## src/rtl/alu_cmd_ctrl.sv

```systemverilog
`default_nettype none
// ============================================================================
// Module      : alu_cmd_ctrl
// Description : Byte-stream command sequencer for the shared ALU. It loads the
//               operands and function code, pulses the ALU enable, captures the
//               16-bit result and returns it as two bytes over valid/ready.
// Revision    : 1.0 - initial release
// ============================================================================
module alu_cmd_ctrl #(
  parameter int WIDTH = 8,
  parameter int FUNC  = 4
) (
  input  logic               CLK,
  input  logic               RST,
  input  logic [WIDTH-1:0]   RX_DATA,
  input  logic               RX_VALID,
  input  logic [2*WIDTH-1:0] ALU_OUT,
  input  logic               ALU_VALID,
  input  logic               TX_READY,
  output logic [WIDTH-1:0]   ALU_A,
  output logic [WIDTH-1:0]   ALU_B,
  output logic [FUNC-1:0]    ALU_FUN,
  output logic               ALU_EN,
  output logic [WIDTH-1:0]   TX_DATA,
  output logic               TX_VALID,
  output logic               BUSY,
  output logic               CMD_ERR,
  output logic               OVERRUN
);

  localparam logic [2:0] c_IDLE     = 3'd0;
  localparam logic [2:0] c_GET_A    = 3'd1;
  localparam logic [2:0] c_GET_B    = 3'd2;
  localparam logic [2:0] c_GET_FUN  = 3'd3;
  localparam logic [2:0] c_ALU_RUN  = 3'd4;
  localparam logic [2:0] c_ALU_WAIT = 3'd5;
  localparam logic [2:0] c_SEND_LO  = 3'd6;
  localparam logic [2:0] c_SEND_HI  = 3'd7;

  localparam logic [WIDTH-1:0] c_CMD_FULL  = WIDTH'(8'hCC);
  localparam logic [WIDTH-1:0] c_CMD_REUSE = WIDTH'(8'hDD);

  logic [2:0]         r_state;
  logic [2:0]         w_state_next;
  logic [WIDTH-1:0]   r_alu_a;
  logic [WIDTH-1:0]   r_alu_b;
  logic [FUNC-1:0]    r_alu_fun;
  logic [2*WIDTH-1:0] r_result;
  logic               r_cmd_err;
  logic               r_overrun;
  logic               w_unknown_cmd;
  logic               w_rx_unexpected;

  assign w_unknown_cmd = (r_state == c_IDLE) && RX_VALID &&
                         (RX_DATA != c_CMD_FULL) && (RX_DATA != c_CMD_REUSE);

  // The back half of the state encoding (RUN..SEND_HI) never consumes bytes.
  assign w_rx_unexpected = RX_VALID && r_state[2];

  // State register
  always_ff @(posedge CLK or negedge RST) begin
    if (!RST) begin
      r_state <= c_IDLE;
    end else begin
      r_state <= w_state_next;
    end
  end

  // Next-state logic
  always_comb begin
    w_state_next = r_state;
    case (r_state)
      c_IDLE: begin
        if (RX_VALID && (RX_DATA == c_CMD_FULL)) begin
          w_state_next = c_GET_A;
        end else if (RX_VALID && (RX_DATA == c_CMD_REUSE)) begin
          w_state_next = c_GET_FUN;
        end
      end
      c_GET_A:    if (RX_VALID)  w_state_next = c_GET_B;
      c_GET_B:    if (RX_VALID)  w_state_next = c_GET_FUN;
      c_GET_FUN:  if (RX_VALID)  w_state_next = c_ALU_RUN;
      c_ALU_RUN:                 w_state_next = c_ALU_WAIT;
      c_ALU_WAIT: if (ALU_VALID) w_state_next = c_SEND_LO;
      c_SEND_LO:  if (TX_READY)  w_state_next = c_SEND_HI;
      c_SEND_HI:  if (TX_READY)  w_state_next = c_IDLE;
      default:                   w_state_next = c_IDLE;
    endcase
  end

  // Operand, function and result registers plus the status pulses
  always_ff @(posedge CLK or negedge RST) begin
    if (!RST) begin
      r_alu_a   <= '0;
      r_alu_b   <= '0;
      r_alu_fun <= '0;
      r_result  <= '0;
      r_cmd_err <= 1'b0;
      r_overrun <= 1'b0;
    end else begin
      r_cmd_err <= w_unknown_cmd;
      r_overrun <= w_rx_unexpected;
      if (RX_VALID && (r_state == c_GET_A)) begin
        r_alu_a <= RX_DATA;
      end
      if (RX_VALID && (r_state == c_GET_B)) begin
        r_alu_b <= RX_DATA;
      end
      if (RX_VALID && (r_state == c_GET_FUN)) begin
        r_alu_fun <= RX_DATA[FUNC-1:0];
      end
      if (ALU_VALID && (r_state == c_ALU_WAIT)) begin
        r_result <= ALU_OUT;
      end
    end
  end

  // Output decode from registered state only
  always_comb begin
    ALU_EN   = 1'b0;
    TX_VALID = 1'b0;
    BUSY     = 1'b1;
    TX_DATA  = r_result[WIDTH-1:0];
    case (r_state)
      c_IDLE:    BUSY     = 1'b0;
      c_ALU_RUN: ALU_EN   = 1'b1;
      c_SEND_LO: TX_VALID = 1'b1;
      c_SEND_HI: begin
        TX_VALID = 1'b1;
        TX_DATA  = r_result[2*WIDTH-1:WIDTH];
      end
      default: ;
    endcase
  end

  assign ALU_A   = r_alu_a;
  assign ALU_B   = r_alu_b;
  assign ALU_FUN = r_alu_fun;
  assign CMD_ERR = r_cmd_err;
  assign OVERRUN = r_overrun;

endmodule
`default_nettype wire

```

## config.mk

```make
export PLATFORM = sky130hd
export DESIGN_NAME = alu_cmd_ctrl
export DESIGN_NICKNAME = d
export VERILOG_FILES = /design/src/rtl/alu_cmd_ctrl.sv
export SDC_FILE = /design/constraint.sdc
export NUM_CORES = 1
export LEC_CHECK = 0
export BUFFER_PORTS_ARGS = -buffer_cell sky130_fd_sc_hd__buf_4
export CORE_MARGIN = 2
export CORE_UTILIZATION = 49
export CTS_BUF_LIST = sky130_fd_sc_hd__clkbuf_16
export CTS_CLUSTER_DIAMETER = 60
export DETAILED_ROUTE_END_ITERATION = 8
export PLACE_DENSITY = 0.82
export SYNTH_ARGS = -nofsm -noshare
export SYNTH_HDL_FRONTEND = slang
export SYNTH_SLANG_ARGS = --single-unit
```

## constraint.sdc

```tcl
create_clock -name CLK -period 1.7 [get_ports CLK]
set_input_delay 0.085 -clock CLK [delete_from_list [all_inputs] [get_ports CLK]]
set_output_delay 0.085 -clock CLK [all_outputs]
set_load 0.05 [all_outputs]
```

==> reports/qor.csv, run 1 <==
metric,value,unit
status,"finished, final reports clean",
Worst R2R Path Depth,3,
Worst path max stage delay,0.39,ns
Cells after Synth,123,
"flops & latches, synth",41,
"delay-heaviest family, CP",flip-flops,
simple-gate portion of the synthesized area,0.104,
"area leader, netlist",dfrtp_1,
share of layout cells above drive strength 1,0.646,
Starting Density,0.501,
GPL Wtd Cong,0.847,
crit start category,register,
adder-cell share of the synthesized area,0,
Antenna Nets Post-Route,0,
met2 Track Usage GR,0.332,
max-slew violations,0,
"most common cell after layout, fill and taps aside",buf_4,
hold slack,0.0392,ns
H-tree levels,2,
iteration count of the initial detailed-routing pass,4,
fin nets,220,
fmax,617,MHz
Core ar.,0.00361,mm2
Area Overhead vs Synth,38.8,%
I/O Pins,62,
sequential cell area,0.00103,mm2
clock buffer depth,2,
multi-input logic area,776,um2
Relative slew margins,0.661,
DR vias,1242,
reg2reg setup slack,0.26,ns
hold_sp,ALU_OUT[10],
IO buf count,61,
Netlist Area Pre-Place,0.00181,mm2
vias per inst,5.18,
HP Class,input pin to register,
mux cell area share after synthesis,0.280,
Filler cells,261,
CTS tree,yes,
Critical path buffers and inverters,2,
largest family of logic cells by synthesized area,multiplexers,
global-route wire length before repair,6160,um
register area share after synthesis,0.568,
pin slew with the least headroom to its limit,0.508,ns
TritonCTS Sinks,41,
min cycle time layout,1.62,ns
Crit Path Class,register to output pin,
Critical Path Sink Type,output pin,
clk_lat worst skew,0.28,ns
die area,0.00419,mm2
vias in the first global route,1302,
Post-Syn Area per Cell,14.7,um2
Synth area leaders,"dfrtp_1 57%, mux2_2 27%, nor3b_4 2.1%",
drt total wl,3670,um
reg2reg end,ALU_A[3]$_DFFE_PN0P_,
share of the synthesized area in the top cell type,0.568,
met1 usage,0.242,
Compound-Gate Fraction of Synth Area,0.0291,
Clock Pin Slew Worst Setup and Hold Paths,0.06,ns
Chip Width,64.7,um
period utilization,0.954,
met3 GRT Util,0.0382,
RR Startpoint,r_state[0]$_DFFE_PN0P_,
"Data required, critical path",1.62,ns
CTS root buf,clkbuf_16,
drc violations,0,
GRT overflow,0,
library cells used by synthesis,25,
largest net degree at the start of global routing,42,
busiest grt layer,met2,
most frequent cells in the layout,"63 x buf_4, 44 x mux2_2, 39 x dfrtp_1",
final setup TNS,0,ns
die height,64.7,um
post-synthesis xor/xnor area fraction,0.00485,
routed wire length per instance,15.3,um
WP data arrival,1.54,ns
largest fanout on the critical path,14,
# diodes,0,
worst path cell trace,buf_6 -> nand3_4 -> mux2_2 -> buf_4,
Post CTS Setup Buffer Count,0,
cts bufs inserted,5,
critical path's slowest cell,dfrtp_1,
post-synth net total,152,
skew final,0.00377,ns
DR iter-0 viols,76,
max-cap violations,0,
initial antenna violation count,0,
HPWL Detailed,2640,um
row count,22,
# setup viols final,0,
Yosys warnings,0,
worst hold path depth,2,
Final Hold Vio Count,0,
Hold EP,r_result[10]$_DFFE_PN0P_,
unrepaired setup endpoints after global routing,no,
Global Route Usage Sum,0.194,
-- state kept, by name, indices dropped and copies added, names as in the netlist --
| signal | count |
|---|---|
| ALU_A | 8 |
| CMD_ERR | 1 |
| r_result | 16 |
| ALU_FUN | 4 |
| OVERRUN | 1 |
| ALU_B | 8 |
| r_state | 3 |
-- cell families after synthesis --
group,Yosys count
flip-flops,41
AO/OA/AOI/OAI,8
multiplexers,45
XOR/XNOR,1
buffers and inverters,4
AND/OR/NAND/NOR,24
-- worst max-delay path by stage --
| stage | start | endpoint | slack [ns] | depth (start not counted) |
|---|---|---|---|---|
| after CTS | r_state[2]$_DFFE_PN0P_ | TX_DATA[4] | 0.04 | 4 |
| after global routing | r_state[0]$_DFFE_PN0P_ | TX_DATA[4] | 0.02 | 3 |
| after global placement | r_state[1]$_DFFE_PN0P_ | r_result[15]$_DFFE_PN0P_ | 0.06 | 2 |
| final | r_state[2]$_DFFE_PN0P_ | TX_DATA[4] | 0.08 | 4 |
| after floorplan | r_state[0]$_DFFE_PN0P_ | r_state[0]$_DFFE_PN0P_ | 0.1 | 4 |
| after detailed placement | r_state[0]$_DFFE_PN0P_ | r_result[9]$_DFFE_PN0P_ | -0.03 | 2 |
-- metal layers --
layer  part of all wire  vias up  wire (um)
met2               0.55       25       2010
met5                  0        -          0
li1                   -      589          -
met4              0.014        0         51
met3              0.031        5        114
met1               0.41      623       1490
-- what timing repair did --
action / 4_1_cts / 5_1_grt
resized for setup: 3 / 2
setup endpoints to repair: 24 / 16
cloned: 0 / 0
hold buffers: 1 / 0
endpoints found under the hold margin: 41 / 0
-- cell usage after synthesis --
cell / n
a21boi_0: 2
o211ai_1: 1
or3_1: 1
nand4b_2: 1
nor3b_4: 2
nand3_2: 1
nand4bb_1: 1
xor2_1: 1
buf_4: 2
nand3_1: 3
dfrtp_1: 41
mux2_2: 44
nand2_1: 4
mux2i_1: 1
and2_1: 2
buf_2: 2
a21oi_1: 1
o21ai_0: 3
nor3b_1: 2
nor3_1: 3
nand2b_4: 1
nand4b_1: 1
nand2b_1: 1
nor4_1: 1
o211a_1: 1
-- layout make-up --
cell class,count,area share
sequential,41,0.410
multi-input combinational,78,0.310
timing repair buffer,65,0.197
clock buffer,5,0.0499
tap,48,0.0240
clock inverter,3,0.00899
-- through the flow --
step	util	setup slack (ns)	instance area, um2	instances
after global routing	0.695	0.0152	2510	240
after detailed placement	0.645	-0.0268	2330	231
after CTS	0.692	0.0385	2490	240
final	0.695	0.0789	2510	240
after global placement	0.645	0.0619	2330	231
after floorplan	-	0.0965	1810	123
Power of run 1 is not shown: default switching activity piles up to over one toggle a cycle in this logic, so the estimate is an artifact.
==> run 2: changes to the inputs <==
HOLD_SLACK_MARGIN = 0.1   (was not set)
==> run 2 against run 1 <==
Compared with the run above: hold slack improved by 0.10 ns; first-iteration DRC count rose by 34%; non-clock buffer count rose by 25; die area did not move; global-route usage rose by 2.4 points; critical path depth did not move; fmax fell by 0.85%; core utilization rose by 6.9 points; largest cell class unchanged.
==> reports/qor.csv, run 2 (same netlist as run 1, synthesis figures left out) <==
metric,value,unit
IO buf count,61,
Net Sw Frac,0.456,
row count,22,
Max IR drop VDD,1.58,mV
initial antenna violation count,0,
pin slew with the least headroom to its limit,0.505,ns
vias in the first global route,1426,
# diodes,0,
CTS root buf,clkbuf_16,
cts bufs inserted,5,
Critical Path Sink Type,output pin,
fin nets,245,
Final Hold Vio Count,0,
TritonCTS Sinks,41,
sequential cell area,0.00103,mm2
Post CTS Setup Buffer Count,0,
Starting Density,0.501,
die area,0.00419,mm2
Antenna Nets Post-Route,0,
Int Pwr,0.00325,W
GPL Wtd Cong,0.847,
register share of total power,0.300,
clock share of power,0.152,
Core ar.,0.00361,mm2
WP data arrival,1.55,ns
fin cells,265,
pre-CTS setup slack,-0.0268,ns
Cell Pwr Density,2170,mW/mm2
switching power,0.00273,W
DR iter-0 viols,102,
period utilization,0.962,
# setup viols final,0,
multi-input logic area,776,um2
max-slew violations,0,
global-route wire length before repair,6910,um
status,"finished, final reports clean",
Relative slew margins,0.663,
"most common cell after layout, fill and taps aside",buf_4,
die height,64.7,um
"Data required, critical path",1.62,ns
clock buffer depth,2,
iteration count of the initial detailed-routing pass,4,
routed wire length per instance,15.5,um
HPWL Detailed,2640,um
Placed Instances,231,
Area Overhead vs Synth,52.7,%
Top reg by flops,r_result,
I/O Pins,62,
most frequent cells in the layout,"63 x buf_4, 44 x mux2_2, 39 x dfrtp_1",
max-cap violations,0,
Crit Path Class,register to output pin,
DR vias,1349,
min cycle time layout,1.64,ns
drc violations,0,
H-tree levels,2,
crit start category,register,
Filler cells,218,
GRT overflow,0,
HP Class,input pin to register,
Comb power frac,0.548,
skew final,0.00302,ns
largest net degree at the start of global routing,42,
vias per inst,5.09,
CTS tree,yes,
number of flip-flops under the largest register name,16,
clk_lat worst skew,0.28,ns
largest fanout on the critical path,14,
Final WS setup,0.0649,ns
fmax,612,MHz
Global Route Usage Sum,0.219,
share of layout cells above drive strength 1,0.571,
Chip Width,64.7,um
unrepaired setup endpoints after global routing,no,
Clock Pin Slew Worst Setup and Hold Paths,0.06,ns
drt total wl,4100,um
Leak,1.29,nW
-- run 2: changes by cell type in the layout (fill, tap and decap cells not counted), sizes merged --
cell and delta:
dlygate4sd3 +25
-- run 2: cell type report --
cell class | instances | share of cell area
Sequential cell | 41 | 0.373
Multi-Input combinational cell | 78 | 0.281
Timing Repair Buffer | 90 | 0.270
Clock buffer | 5 | 0.0454
Tap cell | 48 | 0.0218
Clock inverter | 3 | 0.00817
-- run 2: repair_timing --
action | 4_1_cts | 5_1_grt
resized for setup | 3 | 2
hold buffers | 26 | 0
endpoints found under the setup margin | 24 | 17
endpoints found under the hold margin | 78 | 0
-- run 2: worst max-delay path: stages (launching register included) --
cell and delay, ns:
dfrtp_1 0.40, buf_6 0.16, nand3_4 0.16, mux2_2 0.36, buf_4 0.19
-- run 2: path summary, 6_finish.rpt --
check | start | end | slack (ns) | depth (start not counted)
max in group asynchronous | RST | r_state[0]$_DFFE_PN0P_ | 0.99 | 2
worst min-delay path | TX_READY | r_state[2]$_DFFE_PN0P_ | 0.14 | 4
worst max register to register | r_state[1]$_DFFE_PN0P_ | r_state[0]$_DFFE_PN0P_ | 0.24 | 3
min in group asynchronous | RST | ALU_A[5]$_DFFE_PN0P_ | 0.33 | 2
worst min register to register | r_result[7]$_DFFE_PN0P_ | r_result[7]$_DFFE_PN0P_ | 0.50 | 1
worst max-delay path | r_state[2]$_DFFE_PN0P_ | TX_DATA[4] | 0.06 | 4
-- run 2: power groups by stage --
stage          combinational [W]  clock [W]  sequential (W)
2_1_floorplan            0.00150          0         0.00255
6_report                 0.00328   0.000910         0.00180
5_1_grt                  0.00343   0.000976         0.00186
4_1_cts                  0.00328   0.000931         0.00178
3_3_place_gp             0.00316          0         0.00173
3_5_place_dp             0.00320          0         0.00178
-- run 2: stage by stage --
stage               power (W)  setup TNS, ns  area [um2]  utilization  hold WS [ns]
floorplan             0.00406              0        1810            -        -0.211
global placement      0.00489              0        2330        0.645        0.0750
detailed placement    0.00498         -0.255        2330        0.645        0.0896
CTS                   0.00599              0        2740        0.761         0.136
global route          0.00627              0        2760        0.764         0.154
finish                0.00598              0        2760        0.764         0.139
-- run 2: per-layer routing --
layer  global-route usage  vias up  wire length, um
met3               0.0382        9              138
met1                0.267      672             1640
met4               0.0878        0               87
met5                    0        -                0
li1                     -      635                -
met2                0.383       33             2230
Power figures use the tool's default switching activity.
==> run 3: changes to the inputs <==
MAX_ROUTING_LAYER = met4   (was not set)
==> run 3 against run 2 <==
Compared with the run above: first-iteration DRC count is 2.9% higher; sequential power hardly changed; wire length hardly changed; die area stayed put; global-route usage is 0.61 points higher; register-to-register slack hardly changed; core utilization stayed put; hold slack worse by 0.0042 ns; clock power hardly changed; sequential cell count stayed put; fmax is 0.56% higher; clock-buffer cell count stayed put.
==> reports/qor.csv, run 3 (same netlist as run 1, synthesis figures left out) <==
metric,value,unit
Cell Pwr Density,2170,mW/mm2
status,"finished, final reports clean",
drt total wl,4090,um
vias in the first global route,1423,
WP data arrival,1.54,ns
DR vias,1354,
pin slew with the least headroom to its limit,0.504,ns
Worst path max stage delay,0.52,ns
Final Hold Vio Count,0,
Top reg by flops,r_result,
Tot Pwr,0.00598,W
drc violations,0,
clock share of power,0.152,
skew final,0.00344,ns
Area Overhead vs Synth,52.7,%
reg2reg end,r_state[0]$_DFFE_PN0P_,
die height,64.7,um
Clock Pin Slew Worst Setup and Hold Paths,0.06,ns
Comb power frac,0.548,
vias per inst,5.11,
routed wire length per instance,15.4,um
Leak,1.29,nW
Core ar.,0.00361,mm2
HP Class,input pin to register,
fin util,0.764,
cts bufs inserted,5,
clock buffer depth,2,
reg2reg setup slack,0.24,ns
Net Sw Frac,0.456,
TritonCTS Sinks,41,
final setup TNS,0,ns
crit start category,register,
Critical path buffers and inverters,1,
critical path's slowest cell,dfrtp_2,
HPWL Detailed,2640,um
largest net degree at the start of global routing,42,
max-cap violations,0,
fmax,615,MHz
Antenna Nets Post-Route,0,
unrepaired setup endpoints after global routing,no,
Post CTS Setup Buffer Count,0,
"delay-heaviest family, CP",flip-flops,
register share of total power,0.300,
CTS root buf,clkbuf_16,
"Data required, critical path",1.62,ns
max-slew violations,0,
IO buf count,61,
Crit Path Class,register to output pin,
Critical Path Sink Type,output pin,
H-tree levels,2,
CTS tree,yes,
switching power,0.00273,W
die area,0.00419,mm2
RR Startpoint,r_state[1]$_DFFE_PN0P_,
# diodes,0,
largest fanout on the critical path,12,
DR iter-0 viols,105,
Max IR drop VDD,1.58,mV
clk_lat worst skew,0.28,ns
Chip Width,64.7,um
Hold EP,r_state[2]$_DFFE_PN0P_,
Global Route Usage Sum,0.225,
most frequent cells in the layout,"63 x buf_4, 44 x mux2_2, 39 x dfrtp_1",
I/O Pins,62,
global-route wire length before repair,6900,um
share of layout cells above drive strength 1,0.571,
hold_sp,TX_READY,
worst hold path depth,4,
Relative slew margins,0.664,
row count,22,
initial antenna violation count,0,
Worst R2R Path Depth,3,
min cycle time layout,1.63,ns
iteration count of the initial detailed-routing pass,4,
fin nets,245,
GRT overflow,0,
number of flip-flops under the largest register name,16,
worst path cell trace,nand3_4 -> mux2_2 -> buf_4,
GPL Wtd Cong,0.860,
# setup viols final,0,
Starting Density,0.501,
Int Pwr,0.00325,W
"most common cell after layout, fill and taps aside",buf_4,
period utilization,0.956,
## run 3: metrics by stage
step	instances	hold WS, ns	area (um2)	setup WS (ns)
floorplan	123	-0.211	1810	0.0965
global placement	231	0.0750	2330	0.0619
detailed placement	231	0.0896	2330	-0.0268
CTS	265	0.136	2740	0.0385
global route	265	0.154	2760	0.00563
finish	265	0.135	2760	0.0741
## run 3: worst register-to-register path, delay by kind of cell (launching register included)
family | cells | cell delay (ns)
flip-flops | 1 | 0.51
AND/OR/NAND/NOR | 1 | 0.50
AO/OA/AOI/OAI | 1 | 0.23
multiplexers | 1 | 0.10
## run 3: metal layers
layer,up-vias,part of all wire,global-route usage,wire (um)
met5,-,0,-,0
met4,0,0.021,0.0878,87
met3,9,0.029,0.0382,119
met2,29,0.55,0.384,2230
met1,681,0.40,0.266,1650
li1,635,-,-,-
## run 3: worst max path at each step
stage,from,cells after the start,slack [ns],endpoint
2_1_floorplan,r_state[0]$_DFFE_PN0P_,4,0.1,r_state[0]$_DFFE_PN0P_
3_3_place_gp,r_state[1]$_DFFE_PN0P_,2,0.06,r_result[15]$_DFFE_PN0P_
3_5_place_dp,r_state[0]$_DFFE_PN0P_,2,-0.03,r_result[9]$_DFFE_PN0P_
4_1_cts,r_state[2]$_DFFE_PN0P_,4,0.04,TX_DATA[4]
5_1_grt,r_state[0]$_DFFE_PN0P_,3,0.006,TX_DATA[4]
6_report,r_state[0]$_DFFE_PN0P_,3,0.07,TX_DATA[4]
## run 3: area by class of cell
| class | count | area [um2] |
|---|---|---|
| Sequential cell | 41 | 1030 |
| Fill cell | 218 | 850 |
| Multi-Input combinational cell | 78 | 776 |
| Timing Repair Buffer | 90 | 744 |
| Clock buffer | 5 | 125 |
| Tap cell | 48 | 60.1 |
| Clock inverter | 3 | 22.5 |
## run 3: power by group through the flow
| stage | combinational (W) | sequential (W) | clock [W] |
|---|---|---|---|
| 2_1_floorplan | 0.00150 | 0.00255 | 0 |
| 3_3_place_gp | 0.00316 | 0.00173 | 0 |
| 3_5_place_dp | 0.00320 | 0.00178 | 0 |
| 4_1_cts | 0.00328 | 0.00178 | 0.000931 |
| 5_1_grt | 0.00343 | 0.00186 | 0.000976 |
| 6_report | 0.00328 | 0.00179 | 0.000911 |
## run 3: repair_timing
item,in CTS,in global routing
hold buffers,26,0
pin swaps,0,0
resized for setup,3,2
endpoints found under the hold margin,78,0
endpoints found under the setup margin,24,17
